--- src/rtl/multicycle_control.sv ---
`default_nettype none
// ---------------------------------------------------------------------------
// multicycle_control : fetch/decode/execute/memory/writeback sequencer
// Rev 1.0
// ---------------------------------------------------------------------------
module multicycle_control (
  input  logic       Clk,
  input  logic       Reset,
  input  logic [6:0] Opcode,
  input  logic [2:0] Funct3,
  input  logic       Funct7b5,
  input  logic       Zero,
  input  logic       MemReady,
  output logic       PCwrite,
  output logic       PcSrc,
  output logic       IRwrite,
  output logic       MemRead,
  output logic       Wr,
  output logic       AdrSrc,
  output logic [1:0] AluSrcA,
  output logic [1:0] AluSrcB,
  output logic [2:0] ALUFct,
  output logic       RegWrite,
  output logic [1:0] WbSel,
  output logic       Illegal,
  output logic [3:0] State
);

  localparam logic [3:0] S_INIT    = 4'd0;
  localparam logic [3:0] S_FETCH   = 4'd1;
  localparam logic [3:0] S_DECODE  = 4'd2;
  localparam logic [3:0] S_MEMADDR = 4'd3;
  localparam logic [3:0] S_MEMRD   = 4'd4;
  localparam logic [3:0] S_MEMWB   = 4'd5;
  localparam logic [3:0] S_MEMWR   = 4'd6;
  localparam logic [3:0] S_EXECR   = 4'd7;
  localparam logic [3:0] S_EXECI   = 4'd8;
  localparam logic [3:0] S_ALUWB   = 4'd9;
  localparam logic [3:0] S_BRANCH  = 4'd10;
  localparam logic [3:0] S_JAL     = 4'd11;
  localparam logic [3:0] S_TRAP    = 4'd15;

  localparam logic [6:0] OP_R     = 7'b0110011;
  localparam logic [6:0] OP_I     = 7'b0010011;
  localparam logic [6:0] OP_LUI   = 7'b0110111;
  localparam logic [6:0] OP_LOAD  = 7'b0000011;
  localparam logic [6:0] OP_STORE = 7'b0100011;
  localparam logic [6:0] OP_BR    = 7'b1100011;
  localparam logic [6:0] OP_JAL   = 7'b1101111;

  localparam logic [2:0] FCT_ADD   = 3'b001;
  localparam logic [2:0] FCT_SUB   = 3'b010;
  localparam logic [2:0] FCT_AND   = 3'b011;
  localparam logic [2:0] FCT_OR    = 3'b100;
  localparam logic [2:0] FCT_XOR   = 3'b101;
  localparam logic [2:0] FCT_SLT   = 3'b110;
  localparam logic [2:0] FCT_PASSB = 3'b111;

  logic [3:0] state_q, state_d;
  logic [3:0] w_r_dec, w_i_dec;
  logic       w_is_lui, w_br_ok;

  // Returns {valid, ALU function} for the shared Funct3 map.
  function automatic logic [3:0] f3_map(input logic [2:0] f3);
    case (f3)
      3'b000:  f3_map = {1'b1, FCT_ADD};
      3'b111:  f3_map = {1'b1, FCT_AND};
      3'b110:  f3_map = {1'b1, FCT_OR};
      3'b100:  f3_map = {1'b1, FCT_XOR};
      3'b010:  f3_map = {1'b1, FCT_SLT};
      default: f3_map = 4'b0000;
    endcase
  endfunction

  assign w_r_dec  = (Funct3 == 3'b000) ? {1'b1, (Funct7b5 ? FCT_SUB : FCT_ADD)}
                                       : f3_map(Funct3);
  assign w_i_dec  = f3_map(Funct3);
  assign w_is_lui = (Opcode == OP_LUI);
  assign w_br_ok  = (Funct3 == 3'b000) || (Funct3 == 3'b001);

  always_ff @(posedge Clk) begin
    if (Reset) state_q <= S_INIT;
    else       state_q <= state_d;
  end

  always_comb begin
    state_d = state_q;
    case (state_q)
      S_INIT:    state_d = S_FETCH;
      S_FETCH:   if (MemReady) state_d = S_DECODE;
      S_DECODE: begin
        case (Opcode)
          OP_R:              state_d = S_EXECR;
          OP_I, OP_LUI:      state_d = S_EXECI;
          OP_LOAD, OP_STORE: state_d = S_MEMADDR;
          OP_BR:             state_d = S_BRANCH;
          OP_JAL:            state_d = S_JAL;
          default:           state_d = S_TRAP;
        endcase
      end
      S_EXECR:   state_d = w_r_dec[3] ? S_ALUWB : S_TRAP;
      S_EXECI:   state_d = (w_is_lui || w_i_dec[3]) ? S_ALUWB : S_TRAP;
      S_ALUWB:   state_d = S_FETCH;
      S_MEMADDR: state_d = (Opcode == OP_LOAD) ? S_MEMRD : S_MEMWR;
      S_MEMRD:   if (MemReady) state_d = S_MEMWB;
      S_MEMWB:   state_d = S_FETCH;
      S_MEMWR:   if (MemReady) state_d = S_FETCH;
      S_BRANCH:  state_d = w_br_ok ? S_FETCH : S_TRAP;
      S_JAL:     state_d = S_FETCH;
      default:   state_d = S_TRAP;
    endcase
  end

  always_comb begin
    PCwrite  = 1'b0;
    PcSrc    = 1'b0;
    IRwrite  = 1'b0;
    MemRead  = 1'b0;
    Wr       = 1'b0;
    AdrSrc   = 1'b0;
    AluSrcA  = 2'b00;
    AluSrcB  = 2'b00;
    ALUFct   = 3'b000;
    RegWrite = 1'b0;
    WbSel    = 2'b00;
    Illegal  = 1'b0;
    case (state_q)
      S_FETCH: begin
        MemRead = 1'b1;
        AluSrcB = 2'b01;
        ALUFct  = FCT_ADD;
        IRwrite = MemReady;
        PCwrite = MemReady;
      end
      S_DECODE: begin
        AluSrcA = 2'b10;
        AluSrcB = 2'b11;
        ALUFct  = FCT_ADD;
      end
      S_EXECR: begin
        AluSrcA = 2'b01;
        ALUFct  = w_r_dec[2:0];
      end
      S_EXECI: begin
        AluSrcB = 2'b10;
        if (w_is_lui) begin
          ALUFct = FCT_PASSB;
        end else begin
          AluSrcA = 2'b01;
          ALUFct  = w_i_dec[2:0];
        end
      end
      S_ALUWB:   RegWrite = 1'b1;
      S_MEMADDR: begin
        AluSrcA = 2'b01;
        AluSrcB = 2'b10;
        ALUFct  = FCT_ADD;
      end
      S_MEMRD: begin
        MemRead = 1'b1;
        AdrSrc  = 1'b1;
      end
      S_MEMWB: begin
        RegWrite = 1'b1;
        WbSel    = 2'b01;
      end
      S_MEMWR: begin
        Wr     = 1'b1;
        AdrSrc = 1'b1;
      end
      S_BRANCH: begin
        AluSrcA = 2'b01;
        ALUFct  = FCT_SUB;
        PcSrc   = 1'b1;
        // beq takes on Zero, bne on !Zero; other Funct3 never writes PC.
        PCwrite = (Funct3 == 3'b000) ? Zero :
                  (Funct3 == 3'b001) ? ~Zero : 1'b0;
      end
      S_JAL: begin
        RegWrite = 1'b1;
        WbSel    = 2'b10;
        PCwrite  = 1'b1;
        PcSrc    = 1'b1;
      end
      S_TRAP:  Illegal = 1'b1;
      default: ;
    endcase
  end

  assign State = state_q;

endmodule
`default_nettype wire
--- config.mk ---
export PLATFORM = sky130hd
export DESIGN_NAME = multicycle_control
export DESIGN_NICKNAME = d
export VERILOG_FILES = /design/src/rtl/multicycle_control.sv
export SDC_FILE = /design/constraint.sdc
export NUM_CORES = 1
export LEC_CHECK = 0
export ABC_AREA = 1
export CAP_MARGIN = 20
export CORE_MARGIN = 2
export CORE_UTILIZATION = 37
export CTS_CLUSTER_DIAMETER = 200
export DETAILED_ROUTE_END_ITERATION = 8
export GPL_TIMING_DRIVEN = 1
export PLACE_DENSITY = 0.76
export SETUP_SLACK_MARGIN = 0.15
export SYNTH_ARGS = -nofsm -noshare
export SYNTH_HDL_FRONTEND = slang
export SYNTH_SLANG_ARGS = --single-unit
export TNS_END_PERCENT = 5
--- constraint.sdc ---
create_clock -name Clk -period 1.27 [get_ports Clk]
set_clock_uncertainty 0.15 [all_clocks]
set_input_delay 0.1905 -clock Clk [delete_from_list [all_inputs] [get_ports Clk]]
set_output_delay 0.1905 -clock Clk [all_outputs]
set_load 0.005 [all_outputs]
== Word level (Yosys, flattened, before mapping) ==
Cells that the tools add are included.
Storage, ports and cells
  register bits: 4
  bits of input ports: 15
  output and inout port bits: 21
  word-level logic and storage cells: 73
Operators by class
  equal/unequal tests: 27
  mux-type cells: 29
  bitwise gates (word level): 1
  reduce and logical (&&, ||, !) cells: 15
Operators with widths (number)
  $pmux W4 S5: 2
  $pmux W4 S9: 1
  $eq A7 B6 Y1 const B: 3
  $eq A4 B4 Y1 const B: 5
  $mux W4: 5
  $eq A4 B3 Y1 const B: 4
  $pmux W4 S4: 1
  $eq A7 B7 Y1 const B: 2
  $pmux W2 S3: 2
  $pmux W3 S4: 1
  $reduce_or A2 Y1: 6
  $mux W1: 10
  $eq A3 B3 Y1 const B: 3
  $mux W3: 3
  $reduce_or A3 Y1: 3
  $eq A4 B2 Y1 const B: 2
  $eq A7 B2 Y1 const B: 1
  $eq A7 B5 Y1 const B: 1
  $ne A2 B2 Y1 const B: 3
  $eq A4 B1 Y1 const B: 1
  $logic_not A4 Y1: 1
  $mux W2: 2
  $pmux W2 S2: 1
  $reduce_or A4 Y1: 1
  7 further kinds: 8

== Longest topological paths before layout ==
Gate-level depths: netlist of the first run.
  depth in word-level cells: 5
  gate-level depth with buffers: 10
  gate-level depth less buffers: 10

== Worst setup path after synthesis of the first run ==
Ideal clock, no wire load.
  kind: register to output
  start: register state_q[1], in the netlist State[1]
  end: output ALUFct[2]
  arrival: 1.047 ns
  required time: 0.929 ns
  setup slack: -0.117 ns
  stages on the path, launching flop included: 7
  buffers on the path: 0
  cells stage by stage: dfxtp_1 > nand2_2 > nor2_4 > inv_2 > nand2_1 > nand3_1 > o21ai_0
On the way
  cells in the longest elaborated chain, start to end: 3
  elaborated cells on any way between the ends: 8
  those cells by class: eq/ne (6); mux (1); reduce/logical (1)
Ends and longest elaborated chain
  start, declared: line 59  | logic [3:0] state_q, state_d;
  start signal, assigned: line 83  | else state_q <= state_d;
  $eq A4 B2 Y1 / $eq A4 B1 Y1 (equally long branches): line 127  | case (state_q)
  $reduce_or A3 Y1 (no source line)
  $pmux W3 S4 (*): line 127
  end, declared: line 22  | output logic [2:0] ALUFct,
Every way passes the cells marked *; elsewhere a longest branch is shown, timed or not.

== Final worst setup path of the first run ==
  start: register state_q[0], in the netlist State[0]
  end: output ALUFct[1]
Same word-level chain as after synthesis.

==> results.sh, run 1 <==
export IMPL_p_sw_share_pct=48.3
export IMPL_cts_buffer_depth=2
export IMPL_core_area_um2=1980
export IMPL_nets=258
export IMPL_path_delay_family="flip-flops"
export IMPL_die_area_um2=2520
export IMPL_critPathArrivalTime_ns=1.40
export IMPL_antenna_found_initial=0
export IMPL_slew_violations=0
export IMPL_dieWidth_um=50.2
export IMPL_dr_pass1_iters=4
export IMPL_yosysWarnings=0
export IMPL_p_sw_w=0.00126
export IMPL_cap_violations=0
export IMPL_finalHoldViolCount=0
export IMPL_dp_hpwl_um=2220
export IMPL_status="finished with violations"
export IMPL_tritoncts="yes"
export IMPL_ant_nets=0
export IMPL_p_clk_share_pct=7.3
export IMPL_met3_usage_pct=5.95
export IMPL_drc_errors=0
export IMPL_avgRoutedWirePerCell_um=14.3
export IMPL_cts_num_sinks=4
export IMPL_dp_cells=250
export IMPL_clkLatencyLatePin_ns=0.26
export IMPL_slowest_stage="dfxtp_4"
export IMPL_grt_usage_pct=29.2
export IMPL_hold_class="input port to flop"
export IMPL_internal_power_w=0.00134
export IMPL_rrSetupSlack_ns=-0.46
export IMPL_synth_cells=150
export IMPL_rsz0062_at_grt="true"
export IMPL_vias_per_cell=5.07
export IMPL_period_share_pct=137
export IMPL_r2r_end="State[2]"
export IMPL_ys_seq_elements=4
export IMPL_grt_max_degree=6
export IMPL_required_ns=0.93
export IMPL_avgSynthCellArea_um2=5.26
export IMPL_r2r_cells=11
export IMPL_crit_top_cell="buf_6"
export IMPL_pwr_share_seq_pct=12.4
export IMPL_setup_viol=21
export IMPL_p_total_w=0.00260
export IMPL_worst_setup_path_type="flop to output pin"
export IMPL_whs_endpoint="State[3]"
export IMPL_cts_max_level=1
export IMPL_cp_start_kind="flop"
export IMPL_min_period_ns=1.75
export IMPL_syn_nets=165
export IMPL_grt_pass1_wl_um=5600
export IMPL_globalplace_congestion=0.882
export IMPL_globalRouteOverflowTotal=0
export IMPL_max_slew_worst_pin_slew_ns=0.311
export IMPL_drive_gt1_share_pct=55.4
export IMPL_yosysSeqAreaShare_pct=10.2
export IMPL_ir_drop_uv=1650
export IMPL_final_area_um2=1700
export IMPL_min_from="Reset"
export IMPL_wirelength_um=3840
export IMPL_post_route_worst_setup_slack_ns=-0.475
export IMPL_fmax_ghz=0.573
export IMPL_leakage_nw=0.951
export IMPL_port_buffers=35
export IMPL_cts_root_buf="clkbuf_4"
export IMPL_pin_count=36
export IMPL_syn2layout_area_growth_pct=116
export IMPL_power_density_nw_per_um2=1530
export IMPL_syn_cell_area_um2=788
export IMPL_initial_core_util_pct=39.8
export IMPL_grtUsageMet2_pct=53.1
export IMPL_combPwrFrac_pct=80.2
export IMPL_grt_pass1_vias=1255
export IMPL_post_dp_cell_area_um2=1480
export IMPL_largest_reg_flops=4
export IMPL_setup_tns_final_ns=-6.89
export IMPL_violations="setup timing"
export IMPL_cts_buffers=3
export IMPL_drtIter0Drc=53
export IMPL_worstReg2RegStart="State[0]"
export IMPL_ys_types=18
export IMPL_grt_util_met1_pct=34.3
export IMPL_fin_cells=269
export IMPL_path_clk_slew_ns=0.06
export IMPL_crit_chain="nand2_4 -> nor2_4 -> buf_6 -> buf_6 -> o211ai_1 -> nand3b_1 -> buf_2"
export IMPL_layout_common_cells="buf_4 (41), nand2_1 (35), inv_1 (19)"
export IMPL_n_antenna_cell=0
export IMPL_busiest_layer="met2"
export IMPL_die_h_um=50.2
export IMPL_cp_max_fo=5
export IMPL_cp_slowest_stage_delay_ns=0.41
export IMPL_critPathBufInv=3
export IMPL_end_kind="output pin"
export IMPL_vias=1363
export IMPL_slew_headroom_pct=79.0
export IMPL_holdPathStages=2
export IMPL_final_common_cell="buf_4"
export IMPL_rows=16
power groups by stage:
stage	combinational (W)	clock (W)	sequential (W)
4_1_cts	0.00183	0.000183	0.000311
6_report	0.00209	0.000191	0.000323
3_3_place_gp	0.00169	0	0.000280
5_1_grt	0.00221	0.000208	0.000329
2_1_floorplan	0.000768	0	0.000289
3_5_place_dp	0.00172	0	0.000284
routing by layer:
metal  wire length (µm)  part of all wire [%]
met5                  0                     0
met4                125                   3.3
met3                318                   8.3
met2               1960                    51
met1               1440                    37
worst max-delay path by stage:
stage | cells after the start | endpoint | slack, ns | from
6_report | 7 | ALUFct[1] | -0.48 | State[0]
5_1_grt | 11 | State[2] | -0.55 | State[0]
4_1_cts | 8 | ALUFct[1] | -0.40 | State[3]
3_5_place_dp | 11 | ALUFct[0] | -0.88 | Funct3[1]
3_3_place_gp | 11 | ALUFct[0] | -0.83 | Funct3[1]
2_1_floorplan | 10 | State[1] | 0.008 | State[0]
Yosys cell counts:
library cell | count | area share (%)
nand3b_1 | 1 | 0.95
nand2_4 | 4 | 5.7
o211ai_1 | 2 | 1.9
nand3_2 | 2 | 2.5
dfxtp_1 | 4 | 10
inv_1 | 23 | 11
nor2_2 | 8 | 6.3
a31oi_1 | 2 | 1.6
nor2_1 | 18 | 8.6
nand3_1 | 10 | 6.3
nor2_4 | 3 | 4.3
a21oi_1 | 5 | 3.2
nand2_1 | 41 | 20
nand2_2 | 5 | 4.0
a41oi_2 | 1 | 2.1
nor3_1 | 1 | 0.63
o21ai_0 | 11 | 7.0
inv_2 | 9 | 4.3
cell type report:
cell class | instances | area, µm²
tap | 27 | 33.8
inverter | 32 | 128
fill | 118 | 278
multi-input combinational | 114 | 707
timing repair buffer | 88 | 714
sequential | 4 | 95.1
clock buffer | 4 | 26.3
timing repair:
action,CTS,global route
hold endpoints to repair,0,0
gates resized for setup,109,26
setup buffers,11,4
setup endpoints to repair,25,25
pin swaps,16,11
hold buffers,0,0
through the flow:
stage | hold slack (ns) | setup slack [ns] | util [%]
floorplan | 0.0965 | 0.00799 | -
global placement | 0.571 | -0.828 | 74.7
detailed placement | 0.577 | -0.876 | 74.7
CTS | 0.397 | -0.401 | 82.4
global route | 0.389 | -0.549 | 86.0
finish | 0.397 | -0.475 | 86.0
logic make-up after synthesis:
family | synth area share (%)
flops | 10.2
buf+inv | 15.2
simple gates | 58.9
compound gates | 15.7
No activity file was read; power rests on OpenSTA's default activity.
==> inputs of run 2 (changes only) <==
Settings changed: CORE_UTILIZATION 37 to 40, CTS_BUF_LIST set to sky130_fd_sc_hd__clkbuf_2 sky130_fd_sc_hd__clkbuf_4 sky130_fd_sc_hd__clkbuf_8, PLACE_DENSITY 0.76 to 0.88.
Clock period 1.27 ns to 1.8 ns, I/O delays scaled along.
==> results.sh, run 2 (same netlist as run 1, synthesis figures left out) <==
export IMPL_status="finished with violations"
export IMPL_violations="setup timing"
export IMPL_slowest_stage="dfxtp_4"
export IMPL_path_delay_family="simple AND/OR/NAND/NOR gates"
export IMPL_grt_usage_pct=39.2
export IMPL_power_density_nw_per_um2=1150
export IMPL_setup_viol=5
export IMPL_clkLatencyLatePin_ns=0.25
export IMPL_tritoncts="yes"
export IMPL_required_ns=1.38
export IMPL_drc_errors=0
export IMPL_vias=1526
export IMPL_crit_chain="nand2_8 -> nor2_4 -> buf_4 -> nor3_2 -> o21ai_2 -> buf_2"
export IMPL_setup_tns_final_ns=-0.161
export IMPL_fin_cells=260
export IMPL_slew_violations=0
export IMPL_globalplace_congestion=0.871
export IMPL_cp_slowest_stage_delay_ns=0.39
export IMPL_period_share_pct=103
export IMPL_worstReg2RegStart="State[1]"
export IMPL_finalHoldViolCount=0
export IMPL_final_common_cell="buf_4"
export IMPL_rows=16
export IMPL_globalRouteOverflowTotal=0
export IMPL_port_buffers=35
export IMPL_core_area_um2=1900
export IMPL_ant_nets=0
export IMPL_max_slew_worst_pin_slew_ns=0.283
export IMPL_vias_per_cell=5.87
export IMPL_rsz0062_at_grt="true"
export IMPL_die_area_um2=2340
export IMPL_ir_drop_uv=740
export IMPL_largest_reg_flops=4
export IMPL_cp_start_kind="flop"
export IMPL_dp_slack_ns=-0.522
export IMPL_critPathArrivalTime_ns=1.43
export IMPL_cp_max_fo=5
export IMPL_drtIter0Drc=117
export IMPL_hold_ws_ns=0.547
export IMPL_top_layer="met4"
export IMPL_grt_max_degree=8
export IMPL_nets=250
export IMPL_whs_endpoint="State[3]"
export IMPL_die_h_um=48.4
export IMPL_fillers=98
export IMPL_cts_num_sinks=4
export IMPL_rrSetupSlack_ns=-0.03
export IMPL_cts_max_level=1
export IMPL_dieWidth_um=48.4
export IMPL_n_antenna_cell=0
export IMPL_min_from="Reset"
export IMPL_antenna_found_initial=0
export IMPL_cts_buffer_depth=2
export IMPL_cts_root_buf="clkbuf_4"
export IMPL_hold_class="input port to flop"
export IMPL_pin_count=36
export IMPL_cap_violations=0
export IMPL_min_period_ns=1.85
export IMPL_dr_wl_met3_um=573
export IMPL_wl_met2_um=2290
export IMPL_post_route_worst_setup_slack_ns=-0.0483
export IMPL_path_clk_slew_ns=0.05
export IMPL_r2r_cells=12
export IMPL_initial_core_util_pct=41.4
export IMPL_slew_headroom_pct=80.9
export IMPL_leakage_nw=0.944
export IMPL_critPathBufInv=2
export IMPL_layout_common_cells="buf_4 (40), nand2_1 (33), inv_1 (17)"
export IMPL_wl_met1_um=1720
export IMPL_syn2layout_area_growth_pct=111
export IMPL_dp_hpwl_um=2560
export IMPL_holdPathStages=2
export IMPL_grt_pass1_vias=1488
export IMPL_cts_buffers=3
export IMPL_worst_setup_path_type="flop to output pin"
export IMPL_end_kind="output pin"
export IMPL_grt_pass1_wl_um=7040
export IMPL_dp_cells=244
export IMPL_dr_pass1_iters=5
export IMPL_drive_gt1_share_pct=57.5
export IMPL_fmax_ghz=0.541
export IMPL_r2r_end="State[2]"
export IMPL_avgRoutedWirePerCell_um=19.7
export IMPL_wirelength_um=5120
==> run 2: changes by cell type in the layout (fill, tap and decap cells not counted), moves of 4 or more <==
cell,before,now
buf_2,14,10
buf_6,15,7
clkdlybuf4s50_1,11,6
dlygate4sd2_1,3,8
nand2_2,6,10
nand2_4,9,5
==> run 2: cell type report <==
type                            count  area (µm²)  share of cell area (%)
Multi-Input combinational cell    114         751                    45.2
Tap cell                           27        33.8                    2.03
Timing Repair Buffer               80         632                    38.0
Inverter                           32         128                    7.68
Sequential cell                     4        95.1                    5.72
Clock buffer                        3        22.5                    1.36
==> run 2: repair_timing <==
item	CTS	global route
resized for setup	96	46
setup buffers	7	6
pin swaps	16	19
hold buffers	0	0
endpoints found under the setup margin	23	22
==> run 2: metrics by stage <==
step | power (W) | util [%] | cell area [µm²]
global placement | 0.00133 | 74.3 | 1410
floorplan | 0.000701 | - | 788
CTS | 0.00158 | 80.7 | 1540
finish | 0.00192 | 87.4 | 1660
global route | 0.00200 | 87.4 | 1660
detailed placement | 0.00139 | 74.3 | 1410
==> run 2: per-layer routing <==
layer	track usage, %	up-vias
li1	-	632
met1	41.6	652
met2	70.4	175
met3	6.17	67
met4	27.6	0
met5	0	-
==> run 2: worst max-delay path by stage <==
stage,startpoint,to,cells past startpoint
after floorplan,State[1],ALUFct[2],6
after global routing,State[2],PCwrite,7
after CTS,State[3],ALUFct[2],8
after detailed placement,Funct3[1],ALUFct[0],11
after global placement,Opcode[5],ALUFct[1],8
final,State[0],AluSrcA[0],6
==> run 2: power by group <==
group / leakage, nW / internal (W) / switching [W]
registers: 0.0356 / 0.000143 / 0.0000988
clock network: 0.0138 / 0.0000753 / 0.0000471
logic: 0.894 / 0.000708 / 0.000845
total: 0.944 / 0.000926 / 0.000991
==> inputs of run 3 (changes only) <==
Settings changed: CORE_MARGIN 2 to 1.5, RECOVER_POWER set to 50.
==> results.sh, run 3 <==
export IMPL_status="did not finish"
export IMPL_lastStage="global routing"
export IMPL_error_line="[ERROR GRT-0232] Routing congestion too high. Check the congestion heatmap in the GUI."
export IMPL_initial_core_util_pct=44.2
export IMPL_cts_max_level=1
export IMPL_grt_usage_pct=64.1
export IMPL_worstEndpointType="primary output"
export IMPL_async_flop_share_pct=0
export IMPL_grt_max_degree=8
export IMPL_syn_cell_area_um2=788
export IMPL_ys_seq_elements=4
export IMPL_cts_buffers=3
export IMPL_cts_num_sinks=4
export IMPL_synth_edf_count=0
export IMPL_avgSynthCellArea_um2=5.26
export IMPL_globalplace_congestion=0.857
export IMPL_synth_most_common_cell="nand2_1"
export IMPL_pin_count=36
export IMPL_synth_top_cell_area_share_pct=19.5
export IMPL_ctsHoldBuffers=0
export IMPL_cts_buffer_depth=2
export IMPL_port_buffers=35
export IMPL_crit_endpoint="ALUFct[2]"
export IMPL_dieWidth_um=47.4
export IMPL_cts_root_buf="clkbuf_4"
export IMPL_yosysSeqAreaShare_pct=10.2
export IMPL_die_h_um=47.4
export IMPL_synth_cells=150
export IMPL_synth_area_leader_cell="nand2_1"
export IMPL_yosysWarnings=0
export IMPL_netlist_top_cells_count="nand2_1 (41), inv_1 (23), nor2_1 (18)"
export IMPL_synthTopCellsByArea="nand2_1 (20%), inv_1 (11%), dfxtp_1 (10%)"
export IMPL_synth_flop_cell="dfxtp_1"
export IMPL_globalRouteOverflowTotal=16
export IMPL_syn_nets=165
export IMPL_dp_hpwl_um=2300
export IMPL_ys_types=18
export IMPL_rows=15
## run 3: layer usage
layer,overflow,global-route usage (%)
met4,10,77.8
met2,6,86.8
met3,0,37.7
met5,0,0
met1,0,60.8
## run 3: cells by family after synthesis
logic type | Yosys count | synth area share [%]
AO/OA/AOI/OAI | 21 | 15.7
buffers and inverters | 32 | 15.2
flip-flops | 4 | 10.2
AND/OR/NAND/NOR | 93 | 58.9
## run 3: what timing repair did
| item | in CTS |
|---|---|
| buffers inserted | 11 |
| pin swaps | 15 |
| resized for setup | 98 |
| endpoints found under the setup margin | 24 |
## run 3: per-stage QoR
step                utilization [%]  cell area (µm²)  instances  setup WS (ns)  TNS, ns
floorplan                         -              788        150          0.333        0
global placement               79.5             1420        243         -0.471    -2.29
detailed placement             79.5             1420        243         -0.518    -2.98
CTS                            89.9             1600        257        -0.0601   -0.167
==> inputs of run 4 (changes only) <==
Settings changed: CORE_AREA set to 2 2 63 65, CORE_MARGIN 1.5 to not set, CORE_UTILIZATION 40 to not set, CTS_BUF_LIST sky130_fd_sc_hd__clkbuf_2 sky130_fd_sc_hd__clkbuf_4 sky130_fd_sc_hd__clkbuf_8 to not set, CTS_CLUSTER_DIAMETER 200 to not set, DIE_AREA set to 0 0 65 67, PLACE_DENSITY 0.88 to not set, PLACE_DENSITY_LB_ADDON set to 0.15, SETUP_SLACK_MARGIN 0.15 to not set.
==> results.sh, run 4 (same netlist as run 1, synthesis figures left out) <==
export IMPL_cp_start_kind="flop"
export IMPL_drtIter0Drc=36
export IMPL_cts_buffers=3
export IMPL_fillers=384
export IMPL_final_area_um2=1580
export IMPL_fin_cells=277
export IMPL_fmax_ghz=0.514
export IMPL_cap_violations=0
export IMPL_layout_common_cells="nand2_1 (41), buf_4 (39), inv_1 (19)"
export IMPL_nets=246
export IMPL_multi_input_area_um2=614
export IMPL_crit_top_cell="inv_2"
export IMPL_cts_buffer_depth=2
export IMPL_path_clk_slew_ns=0.03
export IMPL_leakage_nw=0.882
export IMPL_slew_violations=0
export IMPL_slowest_stage="clkdlybuf4s50_1"
export IMPL_avgRoutedWirePerCell_um=10.2
export IMPL_die_area_um2=4360
export IMPL_ant_nets=0
export IMPL_violations="setup timing"
export IMPL_antenna_found_initial=0
export IMPL_min_period_ns=1.95
export IMPL_drc_errors=0
export IMPL_cts_num_sinks=4
export IMPL_core_area_um2=3610
export IMPL_required_ns=1.38
export IMPL_max_slew_worst_pin_slew_ns=0.386
export IMPL_globalRouteOverflowTotal=0
export IMPL_grt_max_degree=6
export IMPL_final_common_cell="nand2_1"
export IMPL_dp_cells=273
export IMPL_vias=1188
export IMPL_worstReg2RegStart="State[1]"
export IMPL_worst_setup_path_type="flop to output pin"
export IMPL_port_buffers=35
export IMPL_hold_class="input port to flop"
export IMPL_p_total_w=0.00154
export IMPL_largest_reg_flops=4
export IMPL_dr_pass1_iters=4
export IMPL_grt_pass1_vias=1168
export IMPL_pin_count=36
export IMPL_seq_area_um2=87.6
export IMPL_drive_gt1_share_pct=39.7
export IMPL_cp_max_fo=4
export IMPL_path_delay_family="buffers and inverters"
export IMPL_die_h_um=67
export IMPL_globalplace_congestion=0.857
export IMPL_slew_headroom_pct=74.0
export IMPL_rows=22
export IMPL_initial_core_util_pct=21.9
export IMPL_clkLatencyLatePin_ns=0.21
export IMPL_cts_root_buf="clkbuf_8"
export IMPL_status="finished with violations"
export IMPL_critPathArrivalTime_ns=1.53
export IMPL_tritoncts="yes"
export IMPL_grt_usage_pct=13.4
export IMPL_rsz0062_at_grt="true"
export IMPL_dp_slack_ns=-0.502
export IMPL_setup_viol=10
export IMPL_finalHoldViolCount=0
export IMPL_startpoint="State[0]"
export IMPL_min_from="Opcode[5]"
export IMPL_power_density_nw_per_um2=974
export IMPL_dieWidth_um=65
export IMPL_wirelength_um=2820
export IMPL_post_dp_cell_area_um2=1500
export IMPL_vias_per_cell=4.29
export IMPL_cts_max_level=1
export IMPL_crit_chain="inv_2 -> buf_4 -> nand3_2 -> inv_1 -> nand2_1 -> inv_2 -> clkdlybuf4s50_1"
export IMPL_syn2layout_area_growth_pct=100
export IMPL_period_share_pct=108
export IMPL_post_route_worst_setup_slack_ns=-0.146
export IMPL_ir_drop_uv=318
export IMPL_fin_util_pct=43.8
export IMPL_n_antenna_cell=0
export IMPL_grt_pass1_wl_um=4700
export IMPL_end_kind="output pin"
export IMPL_cp_slowest_stage_delay_ns=0.48
export IMPL_dp_hpwl_um=2440
export IMPL_critPathBufInv=5
-- run 4: what timing repair did --
item,4_1_cts,5_1_grt
setup endpoints to repair,18,16
hold buffers,0,0
buffers inserted,1,0
resized for setup,31,16
pin swaps,3,0
-- run 4: power by group --
part	internal (W)	total (W)	switching (W)
Clock	0.000142	0.000187	0.0000441
Combinational	0.000605	0.00116	0.000558
Sequential	0.000133	0.000188	0.0000549
Total	0.000881	0.00154	0.000657
-- run 4: worst register-to-register path, delay by kind of cell (launching register included) --
| family | cells | cell delay, ns |
|---|---|---|
| flip-flops | 1 | 0.38 |
| buffers and inverters | 5 | 0.47 |
| AND/OR/NAND/NOR | 7 | 0.56 |
-- run 4: path summary, 6_finish.rpt --
| path | end | slack (ns) | cells after the start |
|---|---|---|---|
| worst max-delay path | Wr | -0.15 | 7 |
| worst min-delay path | State[3] | 0.49 | 6 |
| worst max register to register | State[2] | 0.15 | 12 |
| worst min register to register | State[3] | 0.69 | 4 |
-- run 4: metrics by stage --
stage	hold slack, ns	setup TNS [ns]
after floorplan	0.183	0
after global placement	0.704	-2.55
after detailed placement	0.716	-2.71
after CTS	0.495	-1.44
after global routing	0.519	-1.56
final	0.494	-0.732
-- run 4: layout make-up --
class	count	area share, %
Clock buffer	3	2.61
Sequential cell	4	5.55
Multi-Input combinational cell	114	38.9
Tap cell	48	3.80
Inverter	32	7.61
Timing Repair Buffer	76	41.5
-- run 4: layer usage --
metal | GRT usage [%] | part of all wire [%] | vias up | wire length [µm]
li1 | - | - | 622 | -
met1 | 16.2 | 45 | 532 | 1270
met2 | 24.1 | 50 | 32 | 1410
met3 | 2.36 | 3.9 | 2 | 110
met4 | 3.72 | 0.99 | 0 | 28
met5 | 0 | 0 | - | 0
